File: src/rtl/range_pkg.sv
// Shared types for the range-finder frame sequencer.
package range_pkg;

  typedef enum logic {
    IDLE = 1'b0,
    RUN  = 1'b1
  } seq_state_t;

endpackage

File: src/rtl/sample_fifo.sv
// Sample buffer: power-of-2 circular FIFO with a combinational head read and synchronous clear.
module sample_fifo #(
  parameter int unsigned WIDTH = 16,
  parameter int unsigned DEPTH = 16
) (
  input  logic                       clock,
  input  logic                       reset,
  input  logic                       push,
  input  logic                       pop,
  input  logic                       clear,
  input  logic [WIDTH-1:0]           wdata,
  output logic [WIDTH-1:0]           rdata,
  output logic [$clog2(DEPTH+1)-1:0] count
);

  localparam int unsigned AW = (DEPTH > 1) ? $clog2(DEPTH) : 1;
  localparam int unsigned CW = $clog2(DEPTH + 1);

  logic [WIDTH-1:0] r_mem [DEPTH];
  logic [AW-1:0]    r_wr_ptr;
  logic [AW-1:0]    r_rd_ptr;
  logic [CW-1:0]    r_count;

  // Pointers wrap naturally because DEPTH is a power of 2; clear beats push/pop.
  always_ff @(posedge clock or negedge reset) begin
    if (!reset) begin
      r_wr_ptr <= '0;
      r_rd_ptr <= '0;
      r_count  <= '0;
    end else if (clear) begin
      r_wr_ptr <= '0;
      r_rd_ptr <= '0;
      r_count  <= '0;
    end else begin
      if (push) r_wr_ptr <= r_wr_ptr + AW'(1);
      if (pop)  r_rd_ptr <= r_rd_ptr + AW'(1);
      case ({push, pop})
        2'b10:   r_count <= r_count + CW'(1);
        2'b01:   r_count <= r_count - CW'(1);
        default: r_count <= r_count;
      endcase
    end
  end

  always_ff @(posedge clock) begin
    if (push && !clear) r_mem[r_wr_ptr] <= wdata;
  end

  assign rdata = r_mem[r_rd_ptr];
  assign count = r_count;

endmodule

File: src/rtl/range_frame_sequencer.sv
// Buffers a sample stream and replays it as gap-free go..finish frames to the
// range finder, capturing the returned range/error on each finish cycle.
module range_frame_sequencer
  import range_pkg::*;
#(
  parameter int unsigned WIDTH     = 16,
  parameter int unsigned FRAME_LEN = 8,
  parameter int unsigned DEPTH     = 16
) (
  input  logic             clock,
  input  logic             reset,
  input  logic [WIDTH-1:0] in_data,
  input  logic             in_valid,
  output logic             in_ready,
  input  logic             flush,
  output logic [WIDTH-1:0] rf_data,
  output logic             rf_go,
  output logic             rf_finish,
  input  logic [WIDTH-1:0] rf_range,
  input  logic             rf_error,
  output logic [WIDTH-1:0] result,
  output logic             result_error,
  output logic             result_valid
);

  localparam int unsigned CW = $clog2(DEPTH + 1);
  localparam int unsigned FW = $clog2(FRAME_LEN);

  seq_state_t       r_state;
  seq_state_t       w_next_state;
  logic [FW-1:0]    r_frame_cnt;
  logic [FW-1:0]    w_frame_cnt_nxt;
  logic             r_flush_pend;
  logic             w_flush_pend_nxt;
  logic [CW-1:0]    w_count;
  logic [WIDTH-1:0] w_head;
  logic             w_push;
  logic             w_pop;
  logic             w_clear;
  logic             w_capture;

  sample_fifo #(
    .WIDTH (WIDTH),
    .DEPTH (DEPTH)
  ) u_fifo (
    .clock (clock),
    .reset (reset),
    .push  (w_push),
    .pop   (w_pop),
    .clear (w_clear),
    .wdata (in_data),
    .rdata (w_head),
    .count (w_count)
  );

  assign in_ready = (w_count < CW'(DEPTH));
  assign w_push   = in_valid && in_ready && !w_clear;

  // State, frame position and deferred-flush flag.
  always_ff @(posedge clock or negedge reset) begin
    if (!reset) begin
      r_state      <= IDLE;
      r_frame_cnt  <= '0;
      r_flush_pend <= 1'b0;
    end else begin
      r_state      <= w_next_state;
      r_frame_cnt  <= w_frame_cnt_nxt;
      r_flush_pend <= w_flush_pend_nxt;
    end
  end

  // A flush arriving on the go cycle is deferred like one arriving mid-frame.
  always_comb begin
    w_next_state     = r_state;
    w_frame_cnt_nxt  = r_frame_cnt;
    w_flush_pend_nxt = r_flush_pend;
    w_pop            = 1'b0;
    w_clear          = 1'b0;
    w_capture        = 1'b0;
    rf_go            = 1'b0;
    rf_finish        = 1'b0;
    rf_data          = '0;
    if (r_state == IDLE) begin
      if (r_flush_pend) begin
        w_clear          = 1'b1;
        w_flush_pend_nxt = 1'b0;
      end else if (w_count >= CW'(FRAME_LEN)) begin
        rf_go           = 1'b1;
        rf_data         = w_head;
        w_pop           = 1'b1;
        w_frame_cnt_nxt = FW'(1);
        w_next_state    = RUN;
        if (flush) w_flush_pend_nxt = 1'b1;
      end else if (flush) begin
        w_clear = 1'b1;
      end
    end else begin
      rf_data         = w_head;
      w_pop           = 1'b1;
      w_frame_cnt_nxt = r_frame_cnt + FW'(1);
      if (flush) w_flush_pend_nxt = 1'b1;
      if (r_frame_cnt == FW'(FRAME_LEN - 1)) begin
        rf_finish       = 1'b1;
        w_capture       = 1'b1;
        w_frame_cnt_nxt = '0;
        w_next_state    = IDLE;
      end
    end
  end

  // Range finder response is sampled on the finish cycle and flagged one cycle later.
  always_ff @(posedge clock or negedge reset) begin
    if (!reset) begin
      result       <= '0;
      result_error <= 1'b0;
      result_valid <= 1'b0;
    end else begin
      result_valid <= w_capture;
      if (w_capture) begin
        result       <= rf_range;
        result_error <= rf_error;
      end
    end
  end

endmodule

File: config.mk
export PLATFORM = sky130hd
export DESIGN_NAME = range_frame_sequencer
export DESIGN_NICKNAME = d
export VERILOG_FILES = /design/src/rtl/range_pkg.sv /design/src/rtl/sample_fifo.sv /design/src/rtl/range_frame_sequencer.sv
export SDC_FILE = /design/constraint.sdc
export NUM_CORES = 1
export LEC_CHECK = 0
export ABC_AREA = 1
export BUFFER_PORTS_ARGS = -buffer_cell sky130_fd_sc_hd__buf_2
export CORE_UTILIZATION = 55
export CTS_BUF_LIST = sky130_fd_sc_hd__clkbuf_8
export DETAILED_ROUTE_END_ITERATION = 8
export PLACE_DENSITY = 0.73
export SYNTH_ARGS = -nofsm -noshare
export SYNTH_HDL_FRONTEND = slang
export SYNTH_SLANG_ARGS = --single-unit
File: constraint.sdc
create_clock -name clock -period 2.65 [get_ports clock]
set_clock_uncertainty 0.1 [all_clocks]
set_input_delay 0.1325 -clock clock [delete_from_list [all_inputs] [get_ports clock]]
set_output_delay 0.1325 -clock clock [all_outputs]
set_load 0.005 [all_outputs]
==> results.rst, run 1 <==
.. list-table::
   :header-rows: 1

   * - Metric
     - Value
   * - Cell type with the highest aggregate area in the netlist
     - edfxtp_1
   * - Final hold violation count
     - 0
   * - Placeable core region
     - 0.0228 mm²
   * - Req. time, crit path
     - around 2.4 ns
   * - CTS Buffer Depth
     - 3
   * - Standard-cell rows
     - 55
   * - GRT Util Overall
     - 0.257
   * - Drt drc
     - 0
   * - Die Wd
     - ~150 µm
   * - Worst supply voltage drop on vdd
     - 0.000558 V
   * - Proportion of synthesized chip area in sequential cells
     - 0.667
   * - Per-cell routed wire length
     - 16.5 µm
   * - Dominant cells by area after synthesis
     - edfxtp_1 (60%), nand2_1 (12%), nand3_1 (7.2%)
   * - Largest net degree at the start of global routing
     - 69
   * - Vias post-DR
     - between 9000 and 10000
   * - Final setup violating endpoints
     - 0
   * - Part of the total power dissipated in sequential elements
     - 0.429
   * - Antenna diode instance count
     - 0
   * - Status
     - finished, final reports clean
   * - Hold Crit Class
     - input pin to asynchronous set/reset pin
   * - Initial cell density of the core
     - 0.565
   * - Buffer type at the clock tree root
     - clkbuf_8
   * - Detailed-route wire length
     - 29.7 mm
   * - Detailed placer's ending HPWL
     - 17.2 mm
   * - Cell at the slowest stage of the critical path
     - dfrtp_4
   * - Chip Height
     - roughly 150 µm
   * - Most frequent CP cell
     - nand2_1
   * - Area share of the largest cell type after synthesis
     - 0.597
   * - Syn-to-layout area delta
     - 17.1%
   * - Critical path destination
     - rf_data[5]
   * - Number of routed nets with antenna violations
     - 0
   * - Iteration-0 DRC count of the detailed router
     - between 600 and 700
   * - Clock slew at the register clock pins of the worst setup and hold paths
     - 0.07 ns
   * - Source of the critical timing path
     - u_fifo.r_rd_ptr[1]
   * - Wire length of the first global-routing pass
     - 47.3 mm
   * - Combinational share of power
     - 0.285
   * - CTS H-tree depth
     - 2
   * - Worst reg2reg path depth
     - 14
   * - Worst setup slack for register-to-register paths
     - 0.29 ns
   * - Endpoint class of the critical path
     - primary output
   * - CTS tree
     - built
   * - Largest incremental delay on the critical path
     - roughly 0.60 ns
   * - Total number of nets in the final design
     - 1500
   * - Worst setup slack after placement
     - 0.219 ns
   * - Synthesized flop and latch total
     - 292
   * - Weighted congestion at the end of routability-driven global placement
     - 0.786
   * - Final worst-path cycle share
     - 0.947
   * - Die ar.
     - 0.0240 mm²
   * - Number of vias per cell
     - 5.13
   * - Antenna violations before repair
     - 0
   * - Total negative setup slack
     - 0 ns
   * - Vias in the first global route
     - 9116
   * - Switching Power
     - 4200 µW
   * - Max capacitance violation total
     - 0
   * - Worst rel slew slack
     - 0.442
   * - Unrepaired setup endpoints after global routing
     - false
   * - Number of warnings issued by yosys
     - 0
   * - Static Leakage
     - 0.00684 µW
   * - Ordered list of cells on the worst path
     - inv_2, buf_12, nand3_1, nand3_1, nand2_1, nand2_1, nand2_1, nor2_2, buf_2
   * - Category of the critical setup timing path
     - flip-flop to primary output
   * - Worst Setup Slack, final
     - 0.139 ns
   * - Fraction of power consumed by the clock network
     - 0.286
   * - Fraction of layout cells with a size suffix above 1
     - 0.143
   * - Aggregate global routing overflow
     - 0
   * - CP max FO
     - 24
   * - Insertion delay of the later-clocked pin in the worst-skew pair
     - 0.54 ns
   * - Shortest clock period the worst path allows after layout
     - 2.51 ns
   * - Count of different cell masters after synthesis
     - 25
   * - Int Pwr
     - roughly 8400 µW
   * - Post-synthesis net count
     - roughly 1400
   * - Fill cell instance count of the final layout
     - 1714
   * - Post-synthesis average cell area
     - 9.86 µm²
   * - Critical path launch point type
     - flip-flop
   * - Worst slew pin tran
     - 0.837 ns
   * - Number of buffers inserted during clock tree synthesis
     - 46
   * - Number of pins with negative max-slew slack in the final report
     - 0
   * - Power density normalized to cell area
     - 837 mW/mm²
   * - TritonCTS Sinks
     - 292
   * - Startpoint of the lowest-slack register-to-register path
     - r_state
   * - Worst Path Arrival
     - 2.28 ns
   * - Post-synthesis cell area
     - approximately 0.013 mm²
   * - Number of input and output port buffers inserted
     - between 70 and 80
   * - Number of cells produced by synthesis
     - between 1000 and 1500
   * - Drt pass-1 iters
     - 7
   * - Switching Fraction
     - 0.333
   * - Top-level port count
     - 74
   * - Critical register-to-register path endpoint
     - u_fifo.count[4]
   * - Peak Freq
     - 398 MHz
worst min path at each step:
stage	startpoint	to	slack (ns)
final	reset	result[12]	0.14
after global routing	reset	result[12]	0.19
after CTS	reset	result[12]	0.11
after detailed placement	reset	result[11]	0.17
after global placement	reset	result_valid	0.16
after floorplan	reset	r_flush_pend	-0.26
metrics by stage:
step / total power [µW] / cells / utilization / cell area (µm²) / hold slack, ns
after floorplan: 7780 / 1306 / - / 12900 / -0.263
after global placement: 8840 / 1677 / 0.605 / 13800 / 0.159
after detailed placement: 8920 / 1677 / 0.605 / 13800 / 0.172
after CTS: 12600 / 1795 / 0.659 / 15000 / 0.112
after global routing: 13300 / 1798 / 0.662 / 15100 / 0.195
final: 12600 / 1798 / 0.662 / 15100 / 0.139
worst max-delay path: cells and delay by family, from the launching register on:
family,cells,cell delay (ns)
flops,1,0.60
simple gates,6,0.60
buf+inv,3,0.52
Yosys cell counts (all sizes together):
cell type and number:
o21a 1, xor2 2, o21ai 7, a22o 2
ha 11, xnor2 2, nor2 41, nand3 184
buf 45, nand2 433, clkbuf 11, a21oi 19
edfxtp 256, inv 248, o21bai 1, clkinv 2
dfrtp 36, o22ai 2, nor3 3
power by group through the flow:
stage	clock network, µW	logic (µW)	registers (µW)
6_report	3610	3600	5410
4_1_cts	3660	3510	5430
2_1_floorplan	0	2340	5440
3_3_place_gp	0	3320	5520
3_5_place_dp	0	3390	5530
5_1_grt	3870	4030	5430
cell type report:
cell class | count | area [µm²] | area share
Clock buffer | 46 | 633 | 0.0420
Timing Repair Buffer | 154 | 1150 | 0.0760
Sequential cell | 292 | 8600 | 0.570
Inverter | 250 | 943 | 0.0626
Multi-Input combinational cell | 708 | 3150 | 0.209
Tap cell | 313 | 392 | 0.0260
Clock inverter | 35 | 225 | 0.0149
state kept, by name, summed over array words and instances, names as in the netlist:
name,flops
u_fifo.r_mem,256
result,16
u_fifo.count,5
u_fifo.r_rd_ptr,4
u_fifo.r_wr_ptr,4
r_frame_cnt,3
r_flush_pend,1
r_state,1
result_error,1
result_valid,1
cells in the final DEF, fill, tap and decap left out, drive strengths merged, types with 2 or more instances in the layout:
master / synthesis / layout
a21oi: 19 / 19
buf: 45 / 117
xor2: 2 / 2
dlygate4sd3: 0 / 36
xnor2: 2 / 2
o21ai: 7 / 7
a22o: 2 / 2
ha: 11 / 11
nand3: 184 / 184
nand2: 433 / 433
bufinv: 0 / 3
edfxtp: 256 / 256
nor3: 3 / 3
dfrtp: 36 / 36
o22ai: 2 / 2
nor2: 41 / 41
clkinv: 2 / 21
inv: 248 / 261
clkbuf: 11 / 47
layer usage:
layer  global-route usage  share of wire  vias up
met5                    0              0        -
met3               0.0404          0.071       58
li1                     -              -     4443
met1                0.330           0.41     4339
met2                0.444           0.50      384
met4               0.0915          0.024        0
timing repair:
| action | 4_1_cts | 5_1_grt |
|---|---|---|
| setup buffers | 1 | 2 |
| resized for setup | 5 | 7 |
| setup endpoints to repair | 16 | 15 |
| hold buffers | 36 | 0 |
| gates cloned | 0 | 1 |
| hold endpoints to repair | 315 | 0 |
logic make-up after synthesis:
logic type,Yosys count,share of synthesized area
simple gates,661,0.213
buf+inv,306,0.0932
flops,292,0.667
compound gates,32,0.0136
fa+ha+maj,11,0.0107
xor+xnor,4,0.00272
(Power assumes the default switching activity.)
==> run 2, diff against run 1 <==
- ABC_AREA: 1 -> not set
==> results.rst, run 2 <==
.. list-table::
   :header-rows: 1

   * - Metric
     - Value
   * - Category of the critical setup timing path
     - flip-flop to primary output
   * - Hold Crit Class
     - input pin to flip-flop
   * - Top-level port count
     - between 70 and 80
   * - Vias in the first global route
     - 6560
   * - Drt pass-1 iters
     - 5
   * - Peak Freq
     - 365 MHz
   * - Insertion delay of the later-clocked pin in the worst-skew pair
     - 0.54 ns
   * - Syn-to-layout area delta
     - 20.5%
   * - Dominant cells by area after synthesis
     - edfxtp_1 (67%), mux4_2 (12%), dfrtp_1 (7.8%)
   * - Minimum hold slack
     - 0.0986 ns
   * - Placeable core region
     - 0.0204 mm²
   * - CTS H-tree depth
     - 2
   * - Critical path launch point type
     - flip-flop
   * - Final setup violating endpoints
     - 14
   * - Worst slew pin tran
     - 0.806 ns
   * - Static Leakage
     - 0.00493 µW
   * - Chip Height
     - 147 µm
   * - Number of vias per cell
     - 5.90
   * - Power density normalized to cell area
     - 1020 mW/mm²
   * - Cell type with the highest aggregate area in the netlist
     - edfxtp_1
   * - Aggregate global routing overflow
     - 0
   * - Worst rel slew slack
     - 0.462
   * - Drt drc
     - 0
   * - Wire length of the first global-routing pass
     - roughly 37 mm
   * - Shortest clock period the worst path allows after layout
     - roughly 2.7 ns
   * - Number of warnings issued by yosys
     - 0
   * - Standard-cell rows
     - between 50 and 60
   * - Startpoint of the tightest hold check path
     - in_valid
   * - Worst Path Arrival
     - between 2 and 3 ns
   * - Most instantiated cells after synthesis
     - edfxtp_1 (256), mux4_2 (64), nor2_1 (42)
   * - Unrepaired setup endpoints after global routing
     - true
   * - Post-synthesis average cell area
     - 20.4 µm²
   * - Ordered list of cells on the worst path
     - buf_8, buf_12, mux4_2, mux2i_4, nor2_1, a221o_1, buf_2
   * - GRT Util Overall
     - 0.234
   * - Buffer type at the clock tree root
     - clkbuf_8
   * - Sink of the worst hold path
     - u_fifo.r_wr_ptr[0]
   * - Violated checks
     - negative setup slack
   * - Most instantiated flip-flop cell in the synthesis netlist
     - edfxtp_1
   * - Worst reg2reg path depth
     - 10
   * - Worst supply voltage drop on vdd
     - 0.000444 V
   * - Weighted congestion at the end of routability-driven global placement
     - 0.815
   * - Most common cell after layout, fill and taps aside
     - edfxtp_1
   * - Req. time, crit path
     - 2.42 ns
   * - Detailed-route wire length
     - 24.3 mm
   * - Startpoint of the lowest-slack register-to-register path
     - u_fifo.count[4]
   * - Detailed placer's ending HPWL
     - 14.1 mm
   * - Vias post-DR
     - 6191
   * - Largest incremental delay on the critical path
     - 0.54 ns
   * - Leading cell types in the layout, fill and taps excluded
     - edfxtp_1 (256), buf_2 (73), mux4_2 (64)
   * - Worst Setup Slack, final
     - -0.0889 ns
   * - Worst setup slack for register-to-register paths
     - 0.09 ns
   * - Post-synthesis net count
     - 613
   * - Final hold violation count
     - 0
   * - CP max FO
     - 8
   * - Status
     - finished, violations left
   * - Proportion of synthesized chip area in sequential cells
     - 0.744
   * - Fraction of layout cells with a size suffix above 1
     - 0.381
   * - Antenna violations before repair
     - 0
   * - Count of different cell masters after synthesis
     - 44
   * - Largest net degree at the start of global routing
     - 52
   * - Antenna diode instance count
     - 0
   * - Clock slew at the register clock pins of the worst setup and hold paths
     - 0.06 ns
   * - CTS Buffer Depth
     - 3
   * - Per-cell routed wire length
     - about 23 µm
   * - Share of the core filled with cells in the final layout
     - 0.681
   * - Number of routed nets with antenna violations
     - 0
   * - Number of enable-type register cells in the synthesized netlist
     - 256
   * - Number of input and output port buffers inserted
     - 73
   * - Area share of the largest cell type after synthesis
     - 0.666
   * - Iteration-0 DRC count of the detailed router
     - 505
   * - CTS tree
     - built
   * - Final worst-path cycle share
     - 1.03
   * - Total number of nets in the final design
     - between 700 and 800
   * - Critical register-to-register path endpoint
     - u_fifo.count[4]
   * - Register ranked first by flip-flop count
     - u_fifo.r_mem
   * - Number of cells produced by synthesis
     - between 500 and 600
   * - Die ar.
     - 0.0216 mm²
   * - Max reg flops
     - 256
   * - Max capacitance violation total
     - 0
   * - Share of synthesized flip-flops with an asynchronous set or reset
     - 0.123
   * - WHS Path Cells
     - 5
   * - Synthesized flop and latch total
     - 292
   * - Die Wd
     - 147 µm
   * - Post-synthesis cell area
     - 0.0115 mm²
   * - Endpoint class of the critical path
     - primary output
   * - Most instantiated library cell after synthesis
     - edfxtp_1
   * - Initial cell density of the core
     - 0.565
   * - Number of pins with negative max-slew slack in the final report
     - 0
   * - Cell at the slowest stage of the critical path
     - mux4_2
   * - TritonCTS Sinks
     - 292
   * - Number of buffers inserted during clock tree synthesis
     - 44
[run 2: cell count changes in the layout (fill, tap and decap cells not counted), sizes merged, moves of 7 or more]
cell	delta
a21oi	-15
mux4	+64
mux2	+17
inv	-239
nand3	-176
a221o	+16
nand2	-425
buf	+11
clkinv	-7
mux2i	+18
[run 2: repair_timing]
item / in CTS / in global routing
hold buffers: 35 / 0
gates resized for setup: 8 / 21
hold endpoints to repair: 310 / 0
setup endpoints to repair: 16 / 17
gates cloned: 2 / 2
setup buffers: 10 / 4
pin swaps: 5 / 6
[run 2: routing by layer]
layer | GRT usage | part of all wire
met1 | 0.312 | 0.41
met2 | 0.392 | 0.51
met3 | 0.0466 | 0.059
met4 | 0.0747 | 0.019
met5 | 0 | 0
[run 2: logic make-up after synthesis]
kind of cell / after synthesis / share of synthesized area
AO/OA/AOI/OAI: 43 / 0.0294
adder cells (fa/ha/maj): 11 / 0.0119
flip-flops: 292 / 0.744
multiplexers: 99 / 0.157
buffers and inverters: 34 / 0.0192
AND/OR/NAND/NOR: 80 / 0.0341
XOR/XNOR: 6 / 0.00455
[run 2: worst max path at each step]
stage,startpoint,end,cells after the start,slack (ns)
after CTS,u_fifo.r_rd_ptr[0],rf_data[10],8,-0.14
after global placement,u_fifo.count[4],u_fifo.count[4],9,0.07
after floorplan,r_state,u_fifo.count[4],11,0.02
after global routing,u_fifo.r_rd_ptr[0],rf_data[3],8,-0.17
final,u_fifo.r_rd_ptr[0],rf_data[11],7,-0.09
after detailed placement,u_fifo.count[4],u_fifo.count[4],9,0.03
[run 2: final cells by class]
class,instances,area [µm²]
flip-flops and latches,292,8600
fillers,1261,6520
multi-input cells,239,2880
repair buffers,165,1310
clock buffers,45,619
well taps,270,338
clock inverters,33,136
inverters,6,25.0
[run 2: critical path, delay by kind of cell (launching register included)]
family	cells	cell delay (ns)
AO/OA/AOI/OAI	1	0.28
buffers and inverters	3	0.44
flip-flops	1	0.44
multiplexers	2	0.74
AND/OR/NAND/NOR	1	0.07
[run 2: report_power, final]
| part | internal (µW) | switching, µW | total [µW] |
|---|---|---|---|
| clock | 1570 | 1620 | 3190 |
| sequential | 5500 | 300 | 5800 |
| combinational | 2760 | 2510 | 5260 |
| total | 9830 | 4420 | 14300 |
[run 2: per-stage QoR]
stage	cells	TNS (ns)	total power (µW)	setup WS, ns	area [µm²]
finish	1050	-0.675	14300	-0.0889	13900
global route	1050	-2.03	14900	-0.172	13900
CTS	1045	-1.69	14000	-0.142	13800
detailed placement	920	0	10400	0.0305	12500
global placement	920	0	10200	0.0662	12500
floorplan	565	0	8920	0.0246	11600
